### src/rtl/output_switch_guarded_if.sv
// Signal bundle between the two CPU output buses, the select line and the
// guarded pin switch.
//   ctr_io         : owner select (0 = CPU A, 1 = CPU B), asynchronous to clk
//   output_from_A  : CPU A pin values
//   output_from_B  : CPU B pin values
//   output_pin     : registered pin bank
//   active_sel     : current owner, meaningful while switching = 0
//   switching      : high while the pins are held in the guard interval
//   switch_cnt     : saturating count of completed owner changes
// master = the surrounding system, slave = output_switch_guarded.
interface output_switch_guarded_if #(
  parameter int unsigned WIDTH = 8
);
  logic             ctr_io;
  logic [WIDTH-1:0] output_from_A;
  logic [WIDTH-1:0] output_from_B;
  logic [WIDTH-1:0] output_pin;
  logic             active_sel;
  logic             switching;
  logic [7:0]       switch_cnt;

  modport master (
    output ctr_io,
    output output_from_A,
    output output_from_B,
    input  output_pin,
    input  active_sel,
    input  switching,
    input  switch_cnt
  );

  modport slave (
    input  ctr_io,
    input  output_from_A,
    input  output_from_B,
    output output_pin,
    output active_sel,
    output switching,
    output switch_cnt
  );
endinterface

### src/rtl/output_switch_guarded.sv
// Dual-CPU output pin switch with a guard interval.
// The pin bank is driven from CPU A or CPU B depending on the synchronised
// ctr_io line. Every change of owner passes through GUARD, where the pins
// hold SAFE_VALUE for GUARD_CYCLES edges, so the two sources never mix.
// Ports:
//   clk    : system clock, rising edge
//   rst_n  : asynchronous active-low reset
//   bus    : slave side of output_switch_guarded_if (select, sources,
//            pins, owner/guard status, switch counter)
module output_switch_guarded #(
  parameter int unsigned      WIDTH        = 8,
  parameter int unsigned      SYNC_STAGES  = 2,
  parameter int unsigned      GUARD_CYCLES = 4,
  parameter logic [WIDTH-1:0] SAFE_VALUE   = '1
) (
  input  logic                    clk,
  input  logic                    rst_n,
  output_switch_guarded_if.slave  bus
);

  localparam logic [7:0] GUARD_LOAD = 8'(GUARD_CYCLES - 1);

  typedef enum logic [1:0] {
    OWN_A = 2'd0,
    OWN_B = 2'd1,
    GUARD = 2'd2
  } state_t;

  state_t           r_state, w_state_nxt;
  logic [SYNC_STAGES-1:0] r_sync;
  logic             w_ctr_s;
  logic [7:0]       r_gcnt, w_gcnt_nxt;
  logic [WIDTH-1:0] r_pin, w_pin_nxt;
  logic             r_active, w_active_nxt;
  logic [7:0]       r_cnt, w_cnt_nxt;
  logic             r_boot, w_boot_nxt;

  // Select synchroniser; the last stage is the only one the FSM looks at.
  always_ff @(posedge clk or negedge rst_n) begin
    if (!rst_n) begin
      r_sync <= '0;
    end else begin
      r_sync <= {r_sync[SYNC_STAGES-2:0], bus.ctr_io};
    end
  end

  assign w_ctr_s = r_sync[SYNC_STAGES-1];

  // r_active only changes on guard exit, so during GUARD it still holds the
  // pre-guard owner and doubles as the reference for counting real changes.
  // r_boot marks the guard that follows reset, whose exit is never counted.
  always_comb begin
    w_state_nxt  = r_state;
    w_gcnt_nxt   = r_gcnt;
    w_active_nxt = r_active;
    w_cnt_nxt    = r_cnt;
    w_boot_nxt   = r_boot;
    case (r_state)
      OWN_A: begin
        if (w_ctr_s) begin
          w_state_nxt = GUARD;
          w_gcnt_nxt  = GUARD_LOAD;
        end
      end
      OWN_B: begin
        if (!w_ctr_s) begin
          w_state_nxt = GUARD;
          w_gcnt_nxt  = GUARD_LOAD;
        end
      end
      GUARD: begin
        if (r_gcnt != 8'd0) begin
          w_gcnt_nxt = r_gcnt - 8'd1;
        end else begin
          w_state_nxt  = w_ctr_s ? OWN_B : OWN_A;
          w_active_nxt = w_ctr_s;
          w_boot_nxt   = 1'b0;
          if (!r_boot && (w_ctr_s != r_active) && (r_cnt != 8'hFF)) begin
            w_cnt_nxt = r_cnt + 8'd1;
          end
        end
      end
      default: begin
        w_state_nxt = GUARD;
        w_gcnt_nxt  = GUARD_LOAD;
      end
    endcase
  end

  // Pin value follows the state being entered, not the current one, so the
  // first guard edge already drives SAFE_VALUE.
  always_comb begin
    w_pin_nxt = SAFE_VALUE;
    case (w_state_nxt)
      OWN_A:   w_pin_nxt = bus.output_from_A;
      OWN_B:   w_pin_nxt = bus.output_from_B;
      default: w_pin_nxt = SAFE_VALUE;
    endcase
  end

  always_ff @(posedge clk or negedge rst_n) begin
    if (!rst_n) begin
      r_state  <= GUARD;
      r_gcnt   <= GUARD_LOAD;
      r_pin    <= SAFE_VALUE;
      r_active <= 1'b0;
      r_cnt    <= '0;
      r_boot   <= 1'b1;
    end else begin
      r_state  <= w_state_nxt;
      r_gcnt   <= w_gcnt_nxt;
      r_pin    <= w_pin_nxt;
      r_active <= w_active_nxt;
      r_cnt    <= w_cnt_nxt;
      r_boot   <= w_boot_nxt;
    end
  end

  assign bus.output_pin = r_pin;
  assign bus.active_sel = r_active;
  assign bus.switching  = (r_state == GUARD);
  assign bus.switch_cnt = r_cnt;

endmodule

### src/flat_wrapper.sv
// flat-port wrapper written by rule: the top's interface ports become plain ports
module output_switch_guarded_flat 
#(
  parameter int unsigned      WIDTH        = 8,
  parameter int unsigned      SYNC_STAGES  = 2,
  parameter int unsigned      GUARD_CYCLES = 4,
  parameter logic [WIDTH-1:0] SAFE_VALUE   = '1
)
  (clk, rst_n, bus_ctr_io, bus_output_from_A, bus_output_from_B, bus_output_pin, bus_active_sel, bus_switching, bus_switch_cnt);
  output_switch_guarded_if #(.WIDTH(WIDTH)) bus_i ();
  input  logic clk;
  input  logic rst_n;
  input wire logic [$bits(bus_i.ctr_io)-1:0] bus_ctr_io;
  input wire logic [$bits(bus_i.output_from_A)-1:0] bus_output_from_A;
  input wire logic [$bits(bus_i.output_from_B)-1:0] bus_output_from_B;
  output wire logic [$bits(bus_i.output_pin)-1:0] bus_output_pin;
  output wire logic [$bits(bus_i.active_sel)-1:0] bus_active_sel;
  output wire logic [$bits(bus_i.switching)-1:0] bus_switching;
  output wire logic [$bits(bus_i.switch_cnt)-1:0] bus_switch_cnt;
  assign bus_i.ctr_io = bus_ctr_io;
  assign bus_i.output_from_A = bus_output_from_A;
  assign bus_i.output_from_B = bus_output_from_B;
  assign bus_output_pin = bus_i.output_pin;
  assign bus_active_sel = bus_i.active_sel;
  assign bus_switching = bus_i.switching;
  assign bus_switch_cnt = bus_i.switch_cnt;
  output_switch_guarded #(.WIDTH(WIDTH), .SYNC_STAGES(SYNC_STAGES), .GUARD_CYCLES(GUARD_CYCLES), .SAFE_VALUE(SAFE_VALUE)) u_core (.clk(clk), .rst_n(rst_n), .bus(bus_i));
endmodule
### config.mk
export PLATFORM = sky130hd
export DESIGN_NAME = output_switch_guarded_flat
export DESIGN_NICKNAME = d
export VERILOG_FILES = /design/src/rtl/output_switch_guarded_if.sv /design/src/rtl/output_switch_guarded.sv /design/src/flat_wrapper.sv
export SDC_FILE = /design/constraint.sdc
export NUM_CORES = 1
export LEC_CHECK = 0
export ABC_AREA = 1
export CAP_MARGIN = 20
export CORE_ASPECT_RATIO = 2
export CORE_UTILIZATION = 29
export DETAILED_ROUTE_END_ITERATION = 10
export PLACE_DENSITY = 0.62
export SYNTH_ARGS = -nofsm -noshare
export SYNTH_HDL_FRONTEND = slang
export SYNTH_SLANG_ARGS = --single-unit
export TNS_END_PERCENT = 20
### constraint.sdc
create_clock -name clk -period 1.7 [get_ports clk]
set_input_delay 0.51 -clock clk [delete_from_list [all_inputs] [get_ports clk]]
set_output_delay 0.51 -clock clk [all_outputs]
set_load 0.01 [all_outputs]
; Word-level counts from Yosys, hierarchy flattened
; Index checks and enable logic that the tools add are counted.
[op_classes]
n_reduce_logical = 9
mul = 0
n_div = 0
eq_ne = 8
n_shift = 0
add_sub_neg = 2
bitwise = 1
mux = 10
n_lt_le_gt_ge = 0
[op_table]
columns = operator, n
row1 = 2-to-1 mux 8 bit, 3
row2 = one-hot mux 8 bit (3 select lines), 1
row3 = one-hot mux 8 bit (2 select lines), 1
row4 = adder 8 x 1 -> 8 bit (second input constant), 1
row5 = != test 8 bit (second input constant), 1
row6 = nonzero test 8 bit, 1
row7 = subtractor 8 x 1 -> 8 bit (second input constant), 1
row8 = 2-to-1 mux 2 bit, 3
row9 = one-hot mux 2 bit (3 select lines), 1
row10 = AND reduction 3 bit, 2
row11 = equality test 2 x 1 -> 1 bit (second input constant), 2
row12 = logical NOT 2 bit, 2
row13 = != test 2 x 1 -> 1 bit (second input constant), 2
row14 = equality test 2 bit (second input constant), 1
row15 = logical AND 1 bit, 2
row16 = != test 2 bit (second input constant), 1
row17 = AND reduction 2 bit, 1
row18 = logical NOT 1 bit, 1
row19 = 2-to-1 mux 1 bit, 1
row20 = != test 1 bit, 1
row21 = NOT 1 bit, 1
[totals]
ramBits = 0
latch_bits = 0
out_inout_bits = 18
ff_bits = 30
romBits = 0
mem_count = 0

; Depth between registers and ports, before layout
[logic_depth]
depth_word = 5
ltp_mapped = 10
ltp_nobuf = 9

; Worst setup path after synthesis
; No wires, ideal clock.
[synth_path]
kind = reg2reg
start = register u_core.r_gcnt[0]
end = register u_core.r_gcnt[1]
period_less_slack_ns = 1.441
path_stages_with_launch = 9
path_slack_ns = 0.259
setup_time_ns = 0.082
arrival_time_ns = 1.359
path_cell_list = dfstp_2 inv_1 ha_1 nand2_1 nor2_2 nand2_2 nand2_4 buf_6 a22oi_1
[synth_between]
elab_chain_cells = 3
elab_cells_between_ends = 6
cone_classes = add/sub: 1 / eq/ne: 1 / mux: 2 / reduce/logical: 2
[synth_rtl]
columns = element, line
row1 = start: declaration, output_switch_guarded.sv:32  ; logic [7:0] r_gcnt, w_gcnt_nxt;
row2 = start signal: assignment, output_switch_guarded.sv:111  ; r_gcnt <= w_gcnt_nxt;
row3 = subtractor 8 x 1 -> 8 bit / nonzero test 8 bit (equally long branches), "output_switch_guarded.sv:73, output_switch_guarded.sv:72"
row4 = 2-to-1 mux 8 bit / != test 2 x 1 -> 1 bit (equally long branches), --
row5 = one-hot mux 8 bit (3 select lines) / AND reduction 3 bit (equally long branches), --
; Several ways; a longest one is shown, not always the timed one. The select of a mux whose other input is x is not followed.
; A chain may end at the register's enable or synchronous reset.

; Final worst setup path
[layout_path]
start = register u_core.r_pin[4], in the netlist u_core.bus.output_pin[4]
end = output bus_output_pin[4]
[layout_rtl]
columns = element, line
row1 = start: declaration, output_switch_guarded.sv:33  ; logic [WIDTH-1:0] r_pin, w_pin_nxt;
row2 = start signal: assignment, output_switch_guarded.sv:112  ; r_pin <= w_pin_nxt;
row3 = end: declaration, flat_wrapper.sv:16  ; output wire logic [$bits(bus_i.output_pin)-1:0] bus_output_pin;
; No word-level cell between the ends.

==> results.ini <==
[logic_synthesis]
syn-num-nets=218
ys_ff_latch=30
synth_cells=196
ys_types=23
yosysSeqAreaShare_pct=48.26
syn_area_um2=1587
yosys_warnings=0
synth_top_cell_by_area=dfrtp_1
syn-mean-instance-area_um2=8.095
synth_top_area_share_pct=28.39
synth.top_cells.by_area=dfrtp_1, dfstp_2, nand2_1

[detailed_routing]
routed-wl-met3_um=85
vias=1328
drt_iter0_drc=25
wirelength_met1_um=1096
viasPerCell=4.412
firstDrtPassIters=4
top_layer_used=met4
wl_met2_um=1924
drc_errors=0
wirelength_um=3186
ant_nets=0
wl_per_cell_um=10.58

[clock_tree]
cts-root-buf=clkbuf_8
clock-sinks=30
clkLatencyLatePin_ns=0.29
numCtsBuffers=5
clk_path_buf_depth=2
clk_pin_slew_ns=0.07
cts.htree.levels=2
cts_hold_buffers=0
cts_tree=done

[floorplan]
num_io_pins=37
coreArea_um2=5185
num_rows=37
die_x_um=54.30
start_util_pct=30.60
dieArea_um2=5788
dieHeight_um=106.6

[setup_path]
slowest_stage=dfstp_2
cp_data_required_time_ns=1.19
crit_buf_inv=1
endpoint_kind=output pin
critPathKind=reg2out
cp-start-kind=flip-flop
critPathMaxFanout=1
cp_top_family=flip-flops
cp_cell_sequence=dlygate4sd2_1
max_stage_delay_ns=0.53
arrival_ns=1.07

[finish]
drive_gt1_share_pct=15.64
final_cell_mix=nand2_1, inv_1, clkdlybuf4s50_1, dfrtp_1, dlygate4sd2_1
mostFrequentLayoutCell=nand2_1
regArea_um2=765.7
multi_input_area_um2=648.1
n_antenna_cell=0
area_growth_pct=33.75
nNetsFinal=264
fill_cells=537

[sta]
finalCritPeriodShare_pct=92.76
relSlewSlack_pct=80.26
drv_slew=0
hold_viol=0
layout_setup_ws_ns=0.1231
max_freq_mhz=634.2
setup_tns_ns=0
tightest_slew_ns=0.2961
grt_setup_unrepaired=no
final-setup-viol-count=0
clock_skew_ns=0.009026
fin_crit_ns=1.577

[global_routing]
grt_max_degree=31
groute.usage.overall_pct=13.16
grt_pass1_vias=1247
antenna_found_initial=0
grt_overflow=0
grt_pass1_wl_um=5506

[status]
status=finished, final reports clean

[hold_path]
hp-class=reg2reg

[pwr]
cellLeakagePower_nw=1.043
powerDensity_nw_per_um2=1226
ir_drop_mv=0.7148

[placed_design]
port_buffers=36
pre_cts_slack_ns=0.02578
gp_congestion=0.7316
dpl.hpwl_um=2484

[job]
max-cap-violations=0

## synthesized netlist by cell type
master / n
dfrtp_1: 18
nor2_1: 12
buf_6: 1
nor3_1: 2
a22oi_1: 1
xnor2_1: 3
nand3_1: 10
ha_1: 3
nor2_4: 1
nand3_4: 2
nand2_4: 1
inv_1: 40
nand3_2: 1
nand4_1: 8
nor2_2: 1
a21oi_2: 1
nand2_1: 53
inv_2: 3
o21ai_0: 14
dfstp_2: 12
o21a_1: 1
nand2_2: 3
xor2_1: 5
## logic make-up after synthesis
| group | after synthesis | synth area share [%] |
|---|---|---|
| AOI/OAI and AO/OA | 17 | 5.915 |
| and+or+nand+nor | 94 | 28.15 |
| xor gates and xnor gates | 8 | 4.417 |
| adders and majority gates | 3 | 2.366 |
| DFF | 30 | 48.26 |
| buffers and inverters | 44 | 10.88 |
## final timing paths
check	from	end	slack, ns	cells after the start
min in group asynchronous	rst_n	u_core.bus.switch_cnt[1]$_DFFE_PN0P_	0.58	2
max in group asynchronous	rst_n	u_core.bus.output_pin[5]$_DFF_PN1_	0.87	2
max reg2reg	u_core.r_state[1]$_DFF_PN1_	u_core.r_gcnt[3]$_DFFE_PN0P_	0.16	8
min	u_core.r_sync[0]$_DFF_PN0_	u_core.r_sync[1]$_DFF_PN0_	0.35	0
min reg2reg	u_core.r_sync[0]$_DFF_PN0_	u_core.r_sync[1]$_DFF_PN0_	0.35	0
max	u_core.bus.output_pin[4]$_DFF_PN1_	bus_output_pin[4]	0.12	1
## where the power goes
part,internal (W),switching (W)
Combinational,0.000386,0.000543
Sequential,0.000934,0.000129
Clock,0.000325,0.000285
## per-layer routing
layer,track usage [%],vias up
li1,-,691
met5,0,-
met4,6.593,0
met2,24.39,29
met3,2.695,6
met1,12.48,602
## registers in the layout, indices dropped and copies added (netlist names)
| signal | flops |
|---|---|
| u_core.bus.output_pin | 8 |
| u_core.bus.switch_cnt | 8 |
| u_core.r_gcnt | 8 |
| u_core.r_state | 2 |
| u_core.r_sync | 2 |
| u_core.bus.active_sel | 1 |
| u_core.r_boot | 1 |
## stage by stage
step / hold WS (ns) / total power [W] / util, % / std cells / cell area [um^2]
final: 0.3456 / 0.002601 / 40.93 / 301 / 2122
after global routing: 0.3719 / 0.002810 / 40.93 / 301 / 2122
after CTS: 0.3495 / 0.002645 / 40.97 / 301 / 2125
after detailed placement: 0.3357 / 0.002080 / 39.55 / 293 / 2051
after global placement: 0.3356 / 0.002046 / 39.55 / 293 / 2051
after floorplan: 0.2144 / 0.001701 / - / 196 / 1587
## area by class of cell
| type | count | share of cell area, % |
|---|---|---|
| sequential | 30 | 36.08 |
| multi-input combinational | 122 | 30.54 |
| timing repair buffer | 40 | 17.75 |
| inverter | 43 | 7.724 |
| clock buffer | 6 | 3.892 |
| tap | 58 | 3.420 |
| clock inverter | 2 | 0.5896 |
## worst register-to-register path: cells and delay by family, from the launching register on
kind | cells | cell delay [ns]
flip-flops | 1 | 0.54
AO/OA/AOI/OAI | 1 | 0.07
AND/OR/NAND/NOR | 5 | 0.59
buffers and inverters | 2 | 0.23
## what timing repair did
item                                    4_1_cts  5_1_grt
endpoints found under the setup margin       18        2
gates resized for setup                      19        2
gates cloned                                  0        0
pin swaps                                     0        0
setup buffers                                 0        0
Note: power is estimated with default switching activity, not from simulation.
